--- src/rtl/a_rf_loader_if.sv ---
// Handshake and register-file bus between the A loader and its neighbours.
// Addresses run 1..registerfile_size, so counts and addresses carry L+1 bits.
interface a_rf_loader_if #(
  parameter int unsigned registerfile_size     = 8,
  parameter int unsigned registerfile_size_log = $clog2(registerfile_size)
);
  localparam int unsigned AW = registerfile_size_log + 1;

  logic          start;
  logic          abort;
  logic [AW-1:0] burst_len;
  logic [3:0]    repeat_cnt;
  logic [29:0]   s_data;
  logic          s_valid;
  logic          s_ready;
  logic [29:0]   A;
  logic          RF_load;
  logic [AW-1:0] ACOUT_addr;
  logic          rd_valid;
  logic          rd_ready;
  logic          busy;
  logic          done;

  modport master (
    output start, abort, burst_len, repeat_cnt, s_data, s_valid, rd_ready,
    input  s_ready, A, RF_load, ACOUT_addr, rd_valid, busy, done
  );

  modport slave (
    input  start, abort, burst_len, repeat_cnt, s_data, s_valid, rd_ready,
    output s_ready, A, RF_load, ACOUT_addr, rd_valid, busy, done
  );
endinterface

--- src/rtl/a_rf_loader.sv ---
// Streams N words into a shift-style A register file, then sweeps them back
// out in arrival order R+1 times through ACOUT_addr.
module a_rf_loader #(
  parameter int unsigned registerfile_size     = 8,
  parameter int unsigned registerfile_size_log = $clog2(registerfile_size)
) (
  input logic         clk,
  input logic         RST,
  a_rf_loader_if.slave ld_if
);

  localparam int unsigned CW = registerfile_size_log + 1;
  localparam int unsigned DW = 30;

  typedef enum logic [2:0] {
    IDLE  = 3'd0,
    LOAD  = 3'd1,
    FLUSH = 3'd2,
    READ  = 3'd3,
    DONE  = 3'd4
  } state_e;

  state_e        state_q, state_d;
  logic [CW-1:0] n_q, n_d;
  logic [3:0]    r_q, r_d;
  logic [CW-1:0] load_cnt_q, load_cnt_d;
  logic [CW-1:0] k_q, k_d;
  logic [3:0]    pass_q, pass_d;
  logic [CW-1:0] addr_q, addr_d;
  logic [DW-1:0] a_q, a_d;
  logic          rf_load_q, rf_load_d;

  logic          s_ready_c, rd_valid_c, busy_c, done_c;
  logic          s_hs, rd_hs;
  logic          last_load, last_word, last_pass;
  logic [CW-1:0] n_clamp;

  // Abort wins over both handshakes, so an aborted word never reaches the file.
  assign s_hs      = s_ready_c  && ld_if.s_valid  && !ld_if.abort;
  assign rd_hs     = rd_valid_c && ld_if.rd_ready && !ld_if.abort;
  assign last_load = (load_cnt_q + CW'(1)) == n_q;
  assign last_word = k_q == (n_q - CW'(1));
  assign last_pass = pass_q == r_q;
  assign n_clamp   = (ld_if.burst_len > CW'(registerfile_size)) ?
                     CW'(registerfile_size) : ld_if.burst_len;

  // State register.
  always_ff @(posedge clk) begin
    if (RST) begin
      state_q <= IDLE;
    end else begin
      state_q <= state_d;
    end
  end

  // Next-state logic.
  always_comb begin
    state_d = state_q;
    case (state_q)
      IDLE: begin
        if (ld_if.start) begin
          state_d = (ld_if.burst_len == '0) ? DONE : LOAD;
        end
      end
      LOAD: begin
        if (ld_if.abort) begin
          state_d = IDLE;
        end else if (s_hs && last_load) begin
          state_d = FLUSH;
        end
      end
      FLUSH: begin
        state_d = ld_if.abort ? IDLE : READ;
      end
      READ: begin
        if (ld_if.abort) begin
          state_d = IDLE;
        end else if (rd_hs && last_word && last_pass) begin
          state_d = DONE;
        end
      end
      DONE: begin
        state_d = IDLE;
      end
      default: begin
        state_d = IDLE;
      end
    endcase
  end

  // Status outputs decode the state; all of them drop while RST is high.
  always_comb begin
    s_ready_c  = 1'b0;
    rd_valid_c = 1'b0;
    busy_c     = 1'b0;
    done_c     = 1'b0;
    if (!RST) begin
      case (state_q)
        LOAD: begin
          s_ready_c = 1'b1;
          busy_c    = 1'b1;
        end
        FLUSH: begin
          busy_c = 1'b1;
        end
        READ: begin
          rd_valid_c = 1'b1;
          busy_c     = 1'b1;
        end
        DONE: begin
          done_c = 1'b1;
          busy_c = 1'b1;
        end
        default: begin
          busy_c = 1'b0;
        end
      endcase
    end
  end

  // Datapath next values: job latch, load count, read sweep position.
  always_comb begin
    n_d        = n_q;
    r_d        = r_q;
    load_cnt_d = load_cnt_q;
    k_d        = k_q;
    pass_d     = pass_q;
    addr_d     = addr_q;
    a_d        = a_q;
    rf_load_d  = s_hs;
    if (s_hs) begin
      a_d = ld_if.s_data;
    end
    case (state_q)
      IDLE: begin
        if (ld_if.start) begin
          n_d        = n_clamp;
          r_d        = ld_if.repeat_cnt;
          load_cnt_d = '0;
        end
      end
      LOAD: begin
        if (s_hs) begin
          load_cnt_d = load_cnt_q + CW'(1);
        end
      end
      FLUSH: begin
        // Word 0 sits in entry N-1, read through address N.
        if (!ld_if.abort) begin
          addr_d = n_q;
          k_d    = '0;
          pass_d = '0;
        end
      end
      READ: begin
        if (rd_hs) begin
          if (!last_word) begin
            k_d    = k_q + CW'(1);
            addr_d = n_q - k_q - CW'(1);
          end else if (!last_pass) begin
            k_d    = '0;
            pass_d = pass_q + 4'd1;
            addr_d = n_q;
          end
        end
      end
      default: begin
        k_d = k_q;
      end
    endcase
  end

  // Datapath registers.
  always_ff @(posedge clk) begin
    if (RST) begin
      n_q        <= '0;
      r_q        <= '0;
      load_cnt_q <= '0;
      k_q        <= '0;
      pass_q     <= '0;
      addr_q     <= '0;
      a_q        <= '0;
      rf_load_q  <= 1'b0;
    end else begin
      n_q        <= n_d;
      r_q        <= r_d;
      load_cnt_q <= load_cnt_d;
      k_q        <= k_d;
      pass_q     <= pass_d;
      addr_q     <= addr_d;
      a_q        <= a_d;
      rf_load_q  <= rf_load_d;
    end
  end

  assign ld_if.s_ready    = s_ready_c;
  assign ld_if.rd_valid   = rd_valid_c;
  assign ld_if.busy       = busy_c;
  assign ld_if.done       = done_c;
  assign ld_if.A          = a_q;
  assign ld_if.RF_load    = rf_load_q;
  assign ld_if.ACOUT_addr = addr_q;

endmodule

--- src/flat_wrapper.sv ---
// flat-port wrapper written by rule: the top's interface ports become plain ports
module a_rf_loader_flat 
#(
  parameter int unsigned registerfile_size     = 8,
  parameter int unsigned registerfile_size_log = $clog2(registerfile_size)
)
  (clk, RST, ld_if_start, ld_if_abort, ld_if_burst_len, ld_if_repeat_cnt, ld_if_s_data, ld_if_s_valid, ld_if_rd_ready, ld_if_s_ready, ld_if_A, ld_if_RF_load, ld_if_ACOUT_addr, ld_if_rd_valid, ld_if_busy, ld_if_done);
  a_rf_loader_if #(.registerfile_size(registerfile_size), .registerfile_size_log(registerfile_size_log)) ld_if_i ();
  input logic clk;
  input logic RST;
  input wire logic [$bits(ld_if_i.start)-1:0] ld_if_start;
  input wire logic [$bits(ld_if_i.abort)-1:0] ld_if_abort;
  input wire logic [$bits(ld_if_i.burst_len)-1:0] ld_if_burst_len;
  input wire logic [$bits(ld_if_i.repeat_cnt)-1:0] ld_if_repeat_cnt;
  input wire logic [$bits(ld_if_i.s_data)-1:0] ld_if_s_data;
  input wire logic [$bits(ld_if_i.s_valid)-1:0] ld_if_s_valid;
  input wire logic [$bits(ld_if_i.rd_ready)-1:0] ld_if_rd_ready;
  output wire logic [$bits(ld_if_i.s_ready)-1:0] ld_if_s_ready;
  output wire logic [$bits(ld_if_i.A)-1:0] ld_if_A;
  output wire logic [$bits(ld_if_i.RF_load)-1:0] ld_if_RF_load;
  output wire logic [$bits(ld_if_i.ACOUT_addr)-1:0] ld_if_ACOUT_addr;
  output wire logic [$bits(ld_if_i.rd_valid)-1:0] ld_if_rd_valid;
  output wire logic [$bits(ld_if_i.busy)-1:0] ld_if_busy;
  output wire logic [$bits(ld_if_i.done)-1:0] ld_if_done;
  assign ld_if_i.start = ld_if_start;
  assign ld_if_i.abort = ld_if_abort;
  assign ld_if_i.burst_len = ld_if_burst_len;
  assign ld_if_i.repeat_cnt = ld_if_repeat_cnt;
  assign ld_if_i.s_data = ld_if_s_data;
  assign ld_if_i.s_valid = ld_if_s_valid;
  assign ld_if_i.rd_ready = ld_if_rd_ready;
  assign ld_if_s_ready = ld_if_i.s_ready;
  assign ld_if_A = ld_if_i.A;
  assign ld_if_RF_load = ld_if_i.RF_load;
  assign ld_if_ACOUT_addr = ld_if_i.ACOUT_addr;
  assign ld_if_rd_valid = ld_if_i.rd_valid;
  assign ld_if_busy = ld_if_i.busy;
  assign ld_if_done = ld_if_i.done;
  a_rf_loader #(.registerfile_size(registerfile_size), .registerfile_size_log(registerfile_size_log)) u_core (.clk(clk), .RST(RST), .ld_if(ld_if_i));
endmodule
--- config.mk ---
export PLATFORM = sky130hd
export DESIGN_NAME = a_rf_loader_flat
export DESIGN_NICKNAME = d
export VERILOG_FILES = /design/src/rtl/a_rf_loader_if.sv /design/src/rtl/a_rf_loader.sv /design/src/flat_wrapper.sv
export SDC_FILE = /design/constraint.sdc
export NUM_CORES = 1
export LEC_CHECK = 0
export ABC_AREA = 1
export CAP_MARGIN = 15
export CORE_ASPECT_RATIO = 2
export CORE_MARGIN = 4
export CORE_UTILIZATION = 50
export CTS_CLUSTER_SIZE = 40
export DETAILED_ROUTE_END_ITERATION = 6
export PLACE_DENSITY_LB_ADDON = 0.15
export SYNTH_ARGS = -nofsm -noshare
export SYNTH_HDL_FRONTEND = slang
export SYNTH_SLANG_ARGS = --single-unit
--- constraint.sdc ---
create_clock -name clk -period 5.7 [get_ports clk]
set_input_delay 1.14 -clock clk [delete_from_list [all_inputs] [get_ports clk]]
set_output_delay 1.14 -clock clk [all_outputs]
set_load 0.03 [all_outputs]
==> results.yml <==
layout:
  final_common_cell: "nand2_1"
  antenna_cells: 0
  stdcell_area_um2: 4110
  drive_gt1_share_pct: 15.0
  layout_common_cells: "nand2_1 (114), clkdlybuf4s50_1 (82), dfxtp_1 (58), o21ai_0 (38), inv_1 (28)"
  nNetsFinal: 536
  area_growth_pct: 37.4
synth:
  yosysSeqAreaShare_pct: 38.8
  synth_area_leaders: "dfxtp_1 (39%), nand2_1 (14%), o21ai_0 (6.4%)"
  synth_ff_type: "dfxtp_1"
  synth_top_area_share_pct: 38.8
  synth-edff-count: 0
  yosys.area.top_type: "dfxtp_1"
  synth-seq-cells: 58
  syn_inst: 403
  synth_warnings: 0
  ys_async_sr_fraction_pct: 0
  syn_area_um2: 2990
  synth_nets: 455
  ys_types: 37
  syn_area_per_cell_um2: 7.42
critical_path:
  r2r-start: "u_core.n_q[1]"
  reg2regPathDepth: 12
  critPathArrivalTime_ns: 3.15
  cp.required_ns: 4.56
  path_class: "input pin to primary output"
  start_kind: "input pin"
  reg2reg_setup_slack_ns: 3.61
  crit_path_end_kind: "primary output"
  crit_fanout: 20
  timing.rr.end: "u_core.k_q[1]"
outcome:
  outcome: "finished, final reports clean"
power:
  pwr-share-clk_pct: 42.7
  seqPwrFrac_pct: 39.2
  p_int_w: 0.000827
  ir_worst_vdd_mv: 0.257
  p_sw_w: 0.000313
  comb_power_share_pct: 18.1
  power_density_nw_per_um2: 277
  p_leak_nw: 1.66
  swShare_pct: 27.4
place:
  numPortBuffers: 82
  hpwlAfterDp_mm: 5.60
  gp_congestion: 0.857
  post_dp_cell_area_um2: 3840
global_route:
  grt_start_max_net_pins: 64
  antenna_found_initial: 0
  overflow: 0
  grt_use_total_pct: 21.7
  grt_pass1_vias: 2916
  grt_pass1_wl_mm: 12.7
clock_tree:
  cts_tree: "built"
  cts_hold_buf: 0
  clock-sinks: 58
  cts_setup_buffers: 0
  clock-root-buffer: "clkbuf_16"
  cts_buffers: 9
  clock_tree.buffer_depth: 2
  clkSlewWorstSetupHoldPaths_ns: 0.05
  cts_resized: 0
  h-tree-depth: 3
  clkLatencyLatePin_ns: 0.32
worst_hold_path:
  holdCritStartpoint: "u_core.r_q[2]"
  min_to: "u_core.r_q[2]"
  hold_path_depth: 2
  hp-class: "flop to flop"
floorplanning:
  rows: 39
  fp.dieW_um: 62.7
  io_pins: 83
  die_h_um: 117
  start_util_pct: 51.9
  die-area_um2: 7360
  coreArea_um2: 5760
drt:
  wl_per_cell_um: 13.7
  ant_nets: 0
  drt_iter0_markers: 99
  remaining_drc_errors: 0
  drt-pass1-iter-count: 4
  viasPerCell: 5.27
  finalWirelength_mm: 7.51
  vias: 2893
run:
  max_cap_viol_count: 0
timing:
  hold_viol: 0
  finalCritPeriodShare_pct: 75.2
  skew_ns: 0.00454
  slew_headroom_pct: 41.1
  max_slew.worst_pin.slew_ns: 0.881
  fin_tns_setup_ns: 0
  finalSetupViolations: 0
  grt_setup_unrepaired: "no"
  max_freq_ghz: 0.233
  slew_viol_final: 0
  finalCriticalPeriod_ns: 4.29
==> sequential cells by signal, indices dropped and copies added, names as in the netlist <==
| name | count |
|---|---|
| u_core.ld_if.RF_load | 1 |
| u_core.ld_if.A | 30 |
| u_core.n_q | 4 |
| u_core.r_q | 4 |
| u_core.k_q | 4 |
| u_core.state_q | 3 |
| u_core.load_cnt_q | 4 |
| u_core.ld_if.ACOUT_addr | 4 |
| u_core.pass_q | 4 |
==> layout make-up <==
cell class                 count  area, um^2
clock buffer                  12         256
clock inverter                 3        15.0
fill                         479        1650
inverter                      39         149
multi-input combinational    293        1620
sequential                    58        1160
tap                           61        76.3
timing repair buffer          83         828
==> Yosys cell counts, types with 7 or more instances <==
cell / n
o21ai_0: 38
nand2_2: 17
inv_1: 28
ha_1: 7
a21oi_1: 17
inv_2: 10
clkbuf_1: 7
dfxtp_1: 58
o21ai_1: 7
nand3_1: 15
nor2_1: 23
nand2_1: 114
==> worst max-delay path, stage by stage <==
cell and delay (ns):
clkdlybuf4s50_1 0.86, nor3_1 0.41, clkdlybuf4s50_1 0.73
==> kinds of logic (layout without fill, tap and decap cells) <==
family	after synthesis	count (layout)	share of synthesized area, %
buffers and inverters	52	137	6.86
xor gates and xnor gates	6	6	1.76
DFF	58	58	38.8
adders and majority gates	8	8	3.60
and+or+nand+nor	204	204	34.8
AOI/OAI and AO/OA	75	75	14.1
==> metal layers <==
layer,vias to the layer above,global-route usage (%),part of all wire (%)
li1,1457,-,-
met1,1317,20.8,35
met4,0,13.1,4.1
met2,91,38.5,54
met3,28,7.65,6.7
met5,-,0,0
==> worst max-delay path by stage <==
stage / start / endpoint / slack [ns]
2_1_floorplan: RST / ld_if_busy / 2.51
3_3_place_gp: RST / ld_if_done / 1.49
3_5_place_dp: RST / ld_if_s_ready / 1.44
4_1_cts: RST / ld_if_s_ready / 1.41
5_1_grt: RST / ld_if_s_ready / 1.31
6_report: RST / ld_if_s_ready / 1.41
==> per-stage QoR <==
step | setup slack [ns] | hold slack, ns | power (W) | util (%) | std cells
final | 1.41 | 0.471 | 0.00114 | 71.4 | 549
after global routing | 1.31 | 0.492 | 0.00119 | 71.4 | 549
after CTS | 1.41 | 0.467 | 0.00115 | 71.4 | 549
after detailed placement | 1.44 | 0.458 | 0.000661 | 66.7 | 534
after global placement | 1.49 | 0.457 | 0.000657 | 66.7 | 534
after floorplan | 2.51 | 0.443 | 0.000583 | - | 403
==> power by group through the flow <==
| stage | Sequential (W) | Clock, W | Combinational [W] |
|---|---|---|---|
| 6_report | 0.000446 | 0.000487 | 0.000206 |
| 5_1_grt | 0.000449 | 0.000515 | 0.000227 |
| 4_1_cts | 0.000446 | 0.000494 | 0.000209 |
| 3_5_place_dp | 0.000454 | 0 | 0.000207 |
| 3_3_place_gp | 0.000453 | 0 | 0.000204 |
| 2_1_floorplan | 0.000469 | 0 | 0.000115 |
Power figures use the tool's default switching activity.
